[src/rtl/spectrum_capture_if.sv]
// Bus between the capture sequencer, the sdft core and the display BRAM.
interface spectrum_capture_if #(
   parameter int DATA_W = 8,
   parameter int FREQ_W = 16,
   parameter int ADDR_W = 4,
   parameter int OUT_W  = 10
);
   logic                     sdft_ready;
   logic                     sdft_start;
   logic [DATA_W-1:0]        sdft_sample;
   logic                     sdft_read;
   logic [ADDR_W-1:0]        sdft_bin_addr;
   logic signed [FREQ_W-1:0] sdft_real;
   logic signed [FREQ_W-1:0] sdft_imag;
   logic                     bram_w_en;
   logic [ADDR_W-1:0]        bram_w_addr;
   logic [OUT_W-1:0]         bram_w_data;
   logic                     frame_done;

   modport master (
      input  sdft_ready, sdft_real, sdft_imag,
      output sdft_start, sdft_sample, sdft_read, sdft_bin_addr,
      output bram_w_en, bram_w_addr, bram_w_data, frame_done
   );

   modport slave (
      output sdft_ready, sdft_real, sdft_imag,
      input  sdft_start, sdft_sample, sdft_read, sdft_bin_addr,
      input  bram_w_en, bram_w_addr, bram_w_data, frame_done
   );
endinterface

[src/rtl/spectrum_capture.sv]
// Feeds ADC samples to the sdft, reads bins while blanked and writes
// post-processed power (instant / peak-hold / average) to the BRAM.
module spectrum_capture #(
   parameter int DATA_W        = 8,
   parameter int FREQ_W        = 16,
   parameter int BINS          = 16,
   parameter int ADDR_W        = 4,
   parameter int OUT_W         = 10,
   parameter int POWER_SHIFT   = 8,
   parameter int UPDATE_PERIOD = 64,
   parameter int AVG_SHIFT     = 2,
   parameter int DECAY         = 1
) (
   input  logic              clk,
   input  logic              reset_n,
   input  logic [DATA_W-1:0] adc_sample,
   input  logic              blank,
   input  logic [1:0]        mode,
   spectrum_capture_if.master bus
);

   localparam int CNT_W  = $clog2(UPDATE_PERIOD + 1);
   localparam int PROD_W = 2 * FREQ_W;
   localparam int SUM_W  = 2 * FREQ_W + 1;
   localparam logic [OUT_W-1:0]  P_MAX    = '1;
   localparam logic [OUT_W-1:0]  DEC      = OUT_W'(DECAY);
   localparam logic [ADDR_W-1:0] LAST     = ADDR_W'(BINS - 1);
   localparam logic [CNT_W-1:0]  CNT_LAST = CNT_W'(UPDATE_PERIOD - 1);

   typedef enum logic [2:0] {
      WAIT_READY, START, WAIT_BUSY, PROCESS, READ, CALC, WRITE
   } state_t;

   state_t              state_q;
   logic [DATA_W-1:0]   sample_q;
   logic                start_q;
   logic                read_q;
   logic                wen_q;
   logic                frame_q;
   logic [ADDR_W-1:0]   addr_q;
   logic [CNT_W-1:0]    cnt_q;
   logic [OUT_W-1:0]    p_q;
   logic [OUT_W-1:0]    hist_q [BINS];

   logic signed [PROD_W-1:0] re_x, im_x, re2, im2;
   logic [SUM_W-1:0]         pwr_sum, pwr_shr;
   logic [OUT_W-1:0]         p_d;

   // Products are non-negative, so the sum is exact at 2*FREQ_W+1 bits
   always_comb begin
      re_x    = PROD_W'(bus.sdft_real);
      im_x    = PROD_W'(bus.sdft_imag);
      re2     = re_x * re_x;
      im2     = im_x * im_x;
      pwr_sum = {1'b0, re2} + {1'b0, im2};
      pwr_shr = pwr_sum >> POWER_SHIFT;
      p_d     = (|pwr_shr[SUM_W-1:OUT_W]) ? P_MAX : pwr_shr[OUT_W-1:0];
   end

   logic [OUT_W-1:0]  hist_sel, dec_v, new_v;
   logic signed [OUT_W:0] diff_v, avg_v;

   always_comb begin
      hist_sel = hist_q[addr_q];
      dec_v    = (hist_sel >= DEC) ? hist_sel - DEC : '0;
      diff_v   = $signed({1'b0, p_q}) - $signed({1'b0, hist_sel});
      avg_v    = $signed({1'b0, hist_sel}) + (diff_v >>> AVG_SHIFT);
      new_v    = p_q;
      case (mode)
         2'd1:    new_v = (p_q > dec_v) ? p_q : dec_v;
         2'd2:    new_v = avg_v[OUT_W] ? '0 : avg_v[OUT_W-1:0];
         default: new_v = p_q;
      endcase
   end

   assign bus.sdft_start    = start_q;
   assign bus.sdft_sample   = sample_q;
   assign bus.sdft_read     = read_q;
   assign bus.sdft_bin_addr = addr_q;
   assign bus.bram_w_en     = wen_q;
   assign bus.bram_w_addr   = addr_q;
   assign bus.bram_w_data   = wen_q ? new_v : '0;
   assign bus.frame_done    = frame_q;

   always_ff @(posedge clk or negedge reset_n) begin
      if (!reset_n) begin
         state_q  <= WAIT_READY;
         sample_q <= '0;
         start_q  <= 1'b0;
         read_q   <= 1'b0;
         wen_q    <= 1'b0;
         frame_q  <= 1'b0;
         addr_q   <= '0;
         cnt_q    <= '0;
         p_q      <= '0;
         for (int i = 0; i < BINS; i++) hist_q[i] <= '0;
      end else begin
         unique case (state_q)
            WAIT_READY: if (bus.sdft_ready) begin
               sample_q <= adc_sample;
               start_q  <= 1'b1;
               state_q  <= START;
            end
            START: state_q <= WAIT_BUSY;
            WAIT_BUSY: if (!bus.sdft_ready) begin
               start_q <= 1'b0;
               state_q <= PROCESS;
            end
            // A due read held off by active video stays pending here
            PROCESS: if (bus.sdft_ready) begin
               if (cnt_q == CNT_LAST && blank) begin
                  cnt_q   <= '0;
                  read_q  <= 1'b1;
                  state_q <= READ;
               end else begin
                  if (cnt_q != CNT_LAST) cnt_q <= cnt_q + 1'b1;
                  state_q <= WAIT_READY;
               end
            end
            READ: begin
               read_q  <= 1'b0;
               state_q <= CALC;
            end
            CALC: begin
               p_q     <= p_d;
               wen_q   <= 1'b1;
               frame_q <= (addr_q == LAST);
               state_q <= WRITE;
            end
            WRITE: begin
               hist_q[addr_q] <= new_v;
               wen_q   <= 1'b0;
               frame_q <= 1'b0;
               addr_q  <= (addr_q == LAST) ? '0 : addr_q + 1'b1;
               state_q <= WAIT_READY;
            end
            default: state_q <= WAIT_READY;
         endcase
      end
   end

endmodule

[src/flat_wrapper.sv]
// flat-port wrapper written by rule: the top's interface ports become plain ports
module spectrum_capture_flat 
#(
   parameter int DATA_W        = 8,
   parameter int FREQ_W        = 16,
   parameter int BINS          = 16,
   parameter int ADDR_W        = 4,
   parameter int OUT_W         = 10,
   parameter int POWER_SHIFT   = 8,
   parameter int UPDATE_PERIOD = 64,
   parameter int AVG_SHIFT     = 2,
   parameter int DECAY         = 1
)
  (clk, reset_n, adc_sample, blank, mode, bus_sdft_ready, bus_sdft_real, bus_sdft_imag, bus_sdft_start, bus_sdft_sample, bus_sdft_read, bus_sdft_bin_addr, bus_bram_w_en, bus_bram_w_addr, bus_bram_w_data, bus_frame_done);
  spectrum_capture_if #(.DATA_W(DATA_W), .FREQ_W(FREQ_W), .ADDR_W(ADDR_W), .OUT_W(OUT_W)) bus_i ();
  input  logic clk;
  input  logic reset_n;
  input  logic [DATA_W-1:0] adc_sample;
  input  logic blank;
  input  logic [1:0] mode;
  input wire logic [$bits(bus_i.sdft_ready)-1:0] bus_sdft_ready;
  input wire logic [$bits(bus_i.sdft_real)-1:0] bus_sdft_real;
  input wire logic [$bits(bus_i.sdft_imag)-1:0] bus_sdft_imag;
  output wire logic [$bits(bus_i.sdft_start)-1:0] bus_sdft_start;
  output wire logic [$bits(bus_i.sdft_sample)-1:0] bus_sdft_sample;
  output wire logic [$bits(bus_i.sdft_read)-1:0] bus_sdft_read;
  output wire logic [$bits(bus_i.sdft_bin_addr)-1:0] bus_sdft_bin_addr;
  output wire logic [$bits(bus_i.bram_w_en)-1:0] bus_bram_w_en;
  output wire logic [$bits(bus_i.bram_w_addr)-1:0] bus_bram_w_addr;
  output wire logic [$bits(bus_i.bram_w_data)-1:0] bus_bram_w_data;
  output wire logic [$bits(bus_i.frame_done)-1:0] bus_frame_done;
  assign bus_i.sdft_ready = bus_sdft_ready;
  assign bus_i.sdft_real = bus_sdft_real;
  assign bus_i.sdft_imag = bus_sdft_imag;
  assign bus_sdft_start = bus_i.sdft_start;
  assign bus_sdft_sample = bus_i.sdft_sample;
  assign bus_sdft_read = bus_i.sdft_read;
  assign bus_sdft_bin_addr = bus_i.sdft_bin_addr;
  assign bus_bram_w_en = bus_i.bram_w_en;
  assign bus_bram_w_addr = bus_i.bram_w_addr;
  assign bus_bram_w_data = bus_i.bram_w_data;
  assign bus_frame_done = bus_i.frame_done;
  spectrum_capture #(.DATA_W(DATA_W), .FREQ_W(FREQ_W), .BINS(BINS), .ADDR_W(ADDR_W), .OUT_W(OUT_W), .POWER_SHIFT(POWER_SHIFT), .UPDATE_PERIOD(UPDATE_PERIOD), .AVG_SHIFT(AVG_SHIFT), .DECAY(DECAY)) u_core (.clk(clk), .reset_n(reset_n), .adc_sample(adc_sample), .blank(blank), .mode(mode), .bus(bus_i));
endmodule
[config.mk]
export PLATFORM = sky130hd
export DESIGN_NAME = spectrum_capture_flat
export DESIGN_NICKNAME = d
export VERILOG_FILES = /design/src/rtl/spectrum_capture_if.sv /design/src/rtl/spectrum_capture.sv /design/src/flat_wrapper.sv
export SDC_FILE = /design/constraint.sdc
export NUM_CORES = 2
export LEC_CHECK = 0
export BUFFER_PORTS_ARGS = -buffer_cell sky130_fd_sc_hd__buf_2
export CORE_ASPECT_RATIO = 0.75
export CORE_MARGIN = 1.5
export CORE_UTILIZATION = 55
export DETAILED_ROUTE_END_ITERATION = 10
export PLACE_DENSITY = 0.69
export SYNTH_ARGS = -nofsm -noshare
export SYNTH_HDL_FRONTEND = slang
export SYNTH_SLANG_ARGS = --single-unit
[constraint.sdc]
create_clock -name clk -period 10.7 [get_ports clk]
set_clock_uncertainty 0.1 [all_clocks]
set_input_delay 2.675 -clock clk [delete_from_list [all_inputs] [get_ports clk]]
set_output_delay 2.675 -clock clk [all_outputs]
set_load 0.01 [all_outputs]
==> flow_summary.html <==
<table>
<tr><th>Metric</th><th>Value</th></tr>
<tr><th colspan="2">Outcome</th></tr>
<tr><td>Status</td><td>finished clean</td></tr>
<tr><th colspan="2">Floorplanning</th></tr>
<tr><td>Top-level I/O count</td><td>76</td></tr>
<tr><td>Number of placement rows</td><td>between 70 and 80</td></tr>
<tr><td>Starting density of the core</td><td>0.555</td></tr>
<tr><td>Die outline area</td><td>around 55000 µm²</td></tr>
<tr><td>Placeable core region</td><td>52900 µm²</td></tr>
<tr><td>Width of the die</td><td>270 µm</td></tr>
<tr><td>Die Y-Extent</td><td>203 µm</td></tr>
<tr><th colspan="2">Detailed routing</th></tr>
<tr><td>Via density per instance</td><td>~5.5</td></tr>
<tr><td>Drt pass-1 iters</td><td>8</td></tr>
<tr><td>Antenna-violating nets left</td><td>0</td></tr>
<tr><td>Remaining DRCs</td><td>0</td></tr>
<tr><td>DRC marker count from the first detailed-route iteration</td><td>~1500</td></tr>
<tr><td>Count of vias placed by the detailed router</td><td>21400</td></tr>
<tr><td>WL/cell</td><td>about 18 µm</td></tr>
<tr><td>Total Wirelength</td><td>68500 µm</td></tr>
<tr><th colspan="2">Finish</th></tr>
<tr><td>Post-synthesis to final-layout area growth</td><td>10.1%</td></tr>
<tr><td>Most frequent cells in the layout</td><td>678 x sky130_fd_sc_hd__inv_1, 477 x sky130_fd_sc_hd__fa_1, 252 x sky130_fd_sc_hd__nand2_1</td></tr>
<tr><td>Area occupied by registers</td><td>between 4000 and 5000 µm²</td></tr>
<tr><td>Final Instance Count excl. Fillers</td><td>3905</td></tr>
<tr><td>Most common cell after layout, fill and taps aside</td><td>sky130_fd_sc_hd__inv_1</td></tr>
<tr><td>Share of post-route cells with drive strength above 1</td><td>0.165</td></tr>
<tr><td>Post-route cell area</td><td>32300 µm²</td></tr>
<tr><td>Final core occ</td><td>0.612</td></tr>
<tr><td>Layout net count</td><td>3943</td></tr>
<tr><td>Fill cells</td><td>4476</td></tr>
<tr><td>Multi-input gate area in the final layout</td><td>between 20000 and 25000 µm²</td></tr>
<tr><td>Antenna diode count</td><td>0</td></tr>
<tr><th colspan="2">GRT</th></tr>
<tr><td>Total gr overflow</td><td>0</td></tr>
<tr><td>Maximum number of pins on one net before global-route repair</td><td>122</td></tr>
<tr><td>Wire length of the first global-routing pass</td><td>115000 µm</td></tr>
<tr><td>Initial antenna violation count</td><td>0</td></tr>
<tr><td>Tot GR Track Use</td><td>0.259</td></tr>
<tr><td>Via count of the first global-routing pass</td><td>22700</td></tr>
<tr><th colspan="2">Clock network</th></tr>
<tr><td>Clk_lat worst skew</td><td>around 0.44 ns</td></tr>
<tr><td>Clk root buf</td><td>sky130_fd_sc_hd__clkbuf_16</td></tr>
<tr><td>Max clock buf depth</td><td>2</td></tr>
<tr><td>Hold-fix buffer count after cts</td><td>0</td></tr>
<tr><td>TritonCTS clock tree</td><td>yes</td></tr>
<tr><td>CTS H-tree lvls</td><td>4</td></tr>
<tr><td>Clk sink count</td><td>196</td></tr>
<tr><td>Number of buffers created by CTS</td><td>17</td></tr>
<tr><td>Clock-pin transition on the worst setup and hold timing paths</td><td>0.07 ns</td></tr>
<tr><th colspan="2">Critical path</th></tr>
<tr><td>Critical Path RT</td><td>10.91 ns</td></tr>
<tr><td>Category of the most critical setup path</td><td>in2reg</td></tr>
<tr><td>Worst Setup Start Kind</td><td>input port</td></tr>
<tr><td>Type of element capturing the critical path</td><td>flip-flop</td></tr>
<tr><td>Critical Path AT</td><td>10.58 ns</td></tr>
<tr><td>Worst-case register-to-register setup slack</td><td>3.56 ns</td></tr>
<tr><td>Number of cell instances on the worst register-to-register path</td><td>20</td></tr>
<tr><td>Most repeated library cell on the critical path</td><td>sky130_fd_sc_hd__fa_1</td></tr>
<tr><td>Critical Path Fanout Max</td><td>10</td></tr>
<tr><td>Reg-to-Reg Start</td><td>u_core.bus.bram_w_addr[0]$_DFFE_PN0P_</td></tr>
<tr><td>Cell with the largest stage delay on the worst path</td><td>sky130_fd_sc_hd__or4b_2</td></tr>
<tr><td>Count of buffer and inverter cells on the critical path</td><td>4</td></tr>
<tr><td>Critical path's largest stage delay</td><td>0.61 ns</td></tr>
<tr><td>Kind of cell adding the most delay to the critical path</td><td>adder cells</td></tr>
<tr><td>Terminus of the critical flop-to-flop path</td><td>u_core.hist_q[134]$_DFFE_PN0P_</td></tr>
<tr><th colspan="2">Synthesis</th></tr>
<tr><td>Leading register cell type out of synthesis</td><td>sky130_fd_sc_hd__dfrtp_1</td></tr>
<tr><td>Synthesis warning total</td><td>0</td></tr>
<tr><td>Number of flops mapped to enable cells by yosys</td><td>0</td></tr>
<tr><td>Area fraction of the dominant cell type after synthesis</td><td>0.326</td></tr>
<tr><td>Leading post-synthesis cells by cell area</td><td>sky130_fd_sc_hd__fa_1 33%, sky130_fd_sc_hd__dfrtp_1 17%, sky130_fd_sc_hd__ha_1 10%</td></tr>
<tr><td>Async set-reset flop share out of synthesis</td><td>1.00</td></tr>
<tr><td>Mapped Area</td><td>roughly 29000 µm²</td></tr>
<tr><td>Net count of the mapped netlist</td><td>3766</td></tr>
<tr><td>Cell count after synthesis</td><td>3003</td></tr>
<tr><td>Post-synthesis average cell area</td><td>9.78 µm²</td></tr>
<tr><td>Biggest area consumer among synthesized cells</td><td>sky130_fd_sc_hd__fa_1</td></tr>
<tr><td>Post-synth cell types</td><td>78</td></tr>
<tr><td>Sequential cell area fraction in the yosys report</td><td>0.167</td></tr>
<tr><td>Register bit total from synthesis</td><td>approximately 200</td></tr>
<tr><th colspan="2">Timing</th></tr>
<tr><td>Fin. max-slew vios</td><td>0</td></tr>
<tr><td>Slew margin rel.</td><td>0.295</td></tr>
<tr><td>Final hold vios</td><td>0</td></tr>
<tr><td>Count of endpoints failing setup in the final report</td><td>0</td></tr>
<tr><td>Worst-case setup margin in the final layout</td><td>roughly 0.34 ns</td></tr>
<tr><td>Minimum period implied by the final worst setup slack</td><td>10.36 ns</td></tr>
<tr><td>Final critical-path share of the clock period</td><td>0.969</td></tr>
<tr><td>Transition time at the pin with the least slew margin</td><td>roughly 1.1 ns</td></tr>
<tr><td>Top achievable clock speed</td><td>0.0965 GHz</td></tr>
<tr><th colspan="2">Flow run</th></tr>
<tr><td>Reported max-cap violation count</td><td>0</td></tr>
<tr><th colspan="2">Place</th></tr>
<tr><td>DP Area</td><td>between 30000 and 40000 µm²</td></tr>
<tr><td>Inst Count DP</td><td>3871</td></tr>
<tr><td>I/O Buffers</td><td>75</td></tr>
<tr><td>Post-placement setup slack</td><td>-0.352 ns</td></tr>
<tr><td>Global placer's final weighted congestion</td><td>0.925</td></tr>
<tr><td>HPWL after detailed placement</td><td>56800 µm</td></tr>
<tr><th colspan="2">Min path</th></tr>
<tr><td>HP Class</td><td>reg2reg</td></tr>
<tr><td>WHS Endpoint</td><td>u_core.cnt_q[4]$_DFFE_PN0P_</td></tr>
<tr><td>Startpoint of the lowest-slack hold path</td><td>u_core.cnt_q[4]$_DFFE_PN0P_</td></tr>
<tr><td>Hold Path Depth</td><td>1</td></tr>
</table>
-- metrics by stage --
step	hold slack [ns]	setup TNS, ns
after floorplan	0.343	0
after global placement	0.355	-1.28
after detailed placement	0.367	-3.46
after CTS	0.386	0
after global routing	0.411	-0.0282
final	0.384	0
-- per-layer routing --
metal  up-vias  track usage  wire length [µm]  share of wire
li1       9831            -                 -              -
met1     10900        0.370             30600           0.45
met2       563        0.432             33000           0.48
met3        61       0.0286              3760          0.055
met4         0       0.0534              1120          0.016
met5         -            0                 0              0
-- area by class of cell --
type | count | share of cell area
clock buffer | 17 | 0.0132
clock inverter | 15 | 0.00429
inverter | 686 | 0.0796
multi-input combinational | 2022 | 0.668
sequential | 196 | 0.152
tap | 712 | 0.0275
timing repair buffer | 257 | 0.0552
-- synth_stat cells (all sizes together), types with 34 or more instances --
cell,number
inv,684
fa,479
nand2,253
ha,238
dfrtp,196
nor2,128
o21ai,117
mux2,110
a21oi,89
xnor2,89
and2,86
clkbuf,68
mux4,46
nand3,36
a21o,34
-- logic make-up (layout without fill, tap and decap cells) --
family                     after synthesis  after routing  share of synthesized area
AOI/OAI and AO/OA                      354            354                     0.0772
xor gates and xnor gates               114            114                     0.0340
adders and majority gates              717            717                      0.428
buffers and inverters                  785            975                      0.103
DFF                                    196            196                      0.167
muxes                                  163            163                     0.0798
and+or+nand+nor                        674            674                      0.111
-- worst max path at each step --
stage                                      endpoint  slack (ns)        startpoint  depth (start not counted)
after floorplan           u_core.p_q[9]$_DFFE_PN0P_        0.03  bus_sdft_imag[5]                         36
after global placement    u_core.p_q[9]$_DFFE_PN0P_       -0.13  bus_sdft_imag[2]                         33
after detailed placement  u_core.p_q[8]$_DFFE_PN0P_       -0.35  bus_sdft_imag[2]                         33
after CTS                 u_core.p_q[8]$_DFFE_PN0P_        0.09  bus_sdft_imag[5]                         33
after global routing      u_core.p_q[4]$_DFFE_PN0P_       -0.02  bus_sdft_imag[6]                         35
final                     u_core.p_q[8]$_DFFE_PN0P_        0.34  bus_sdft_imag[3]                         32
-- sequential cells by signal (all words and copies together) (netlist names) --
| register | cells |
|---|---|
| u_core.state_q | 3 |
| u_core.cnt_q | 7 |
| u_core.bus.bram_w_addr | 4 |
| u_core.hist_q | 160 |
| u_core.p_q | 10 |
| u_core.bus.sdft_sample | 8 |
| u_core.bus.frame_done | 1 |
| u_core.bus.sdft_start | 1 |
| u_core.bus.sdft_read | 1 |
| u_core.bus.bram_w_en | 1 |
-- repair_timing --
item | CTS | global route
buffers inserted | 0 | 2
resized for setup | 0 | 52
endpoints found under the setup margin | 0 | 11
Power is left out: the tool's default activity adds up to more than one toggle a clock period on the data nets, which glitch-free logic cannot reach.
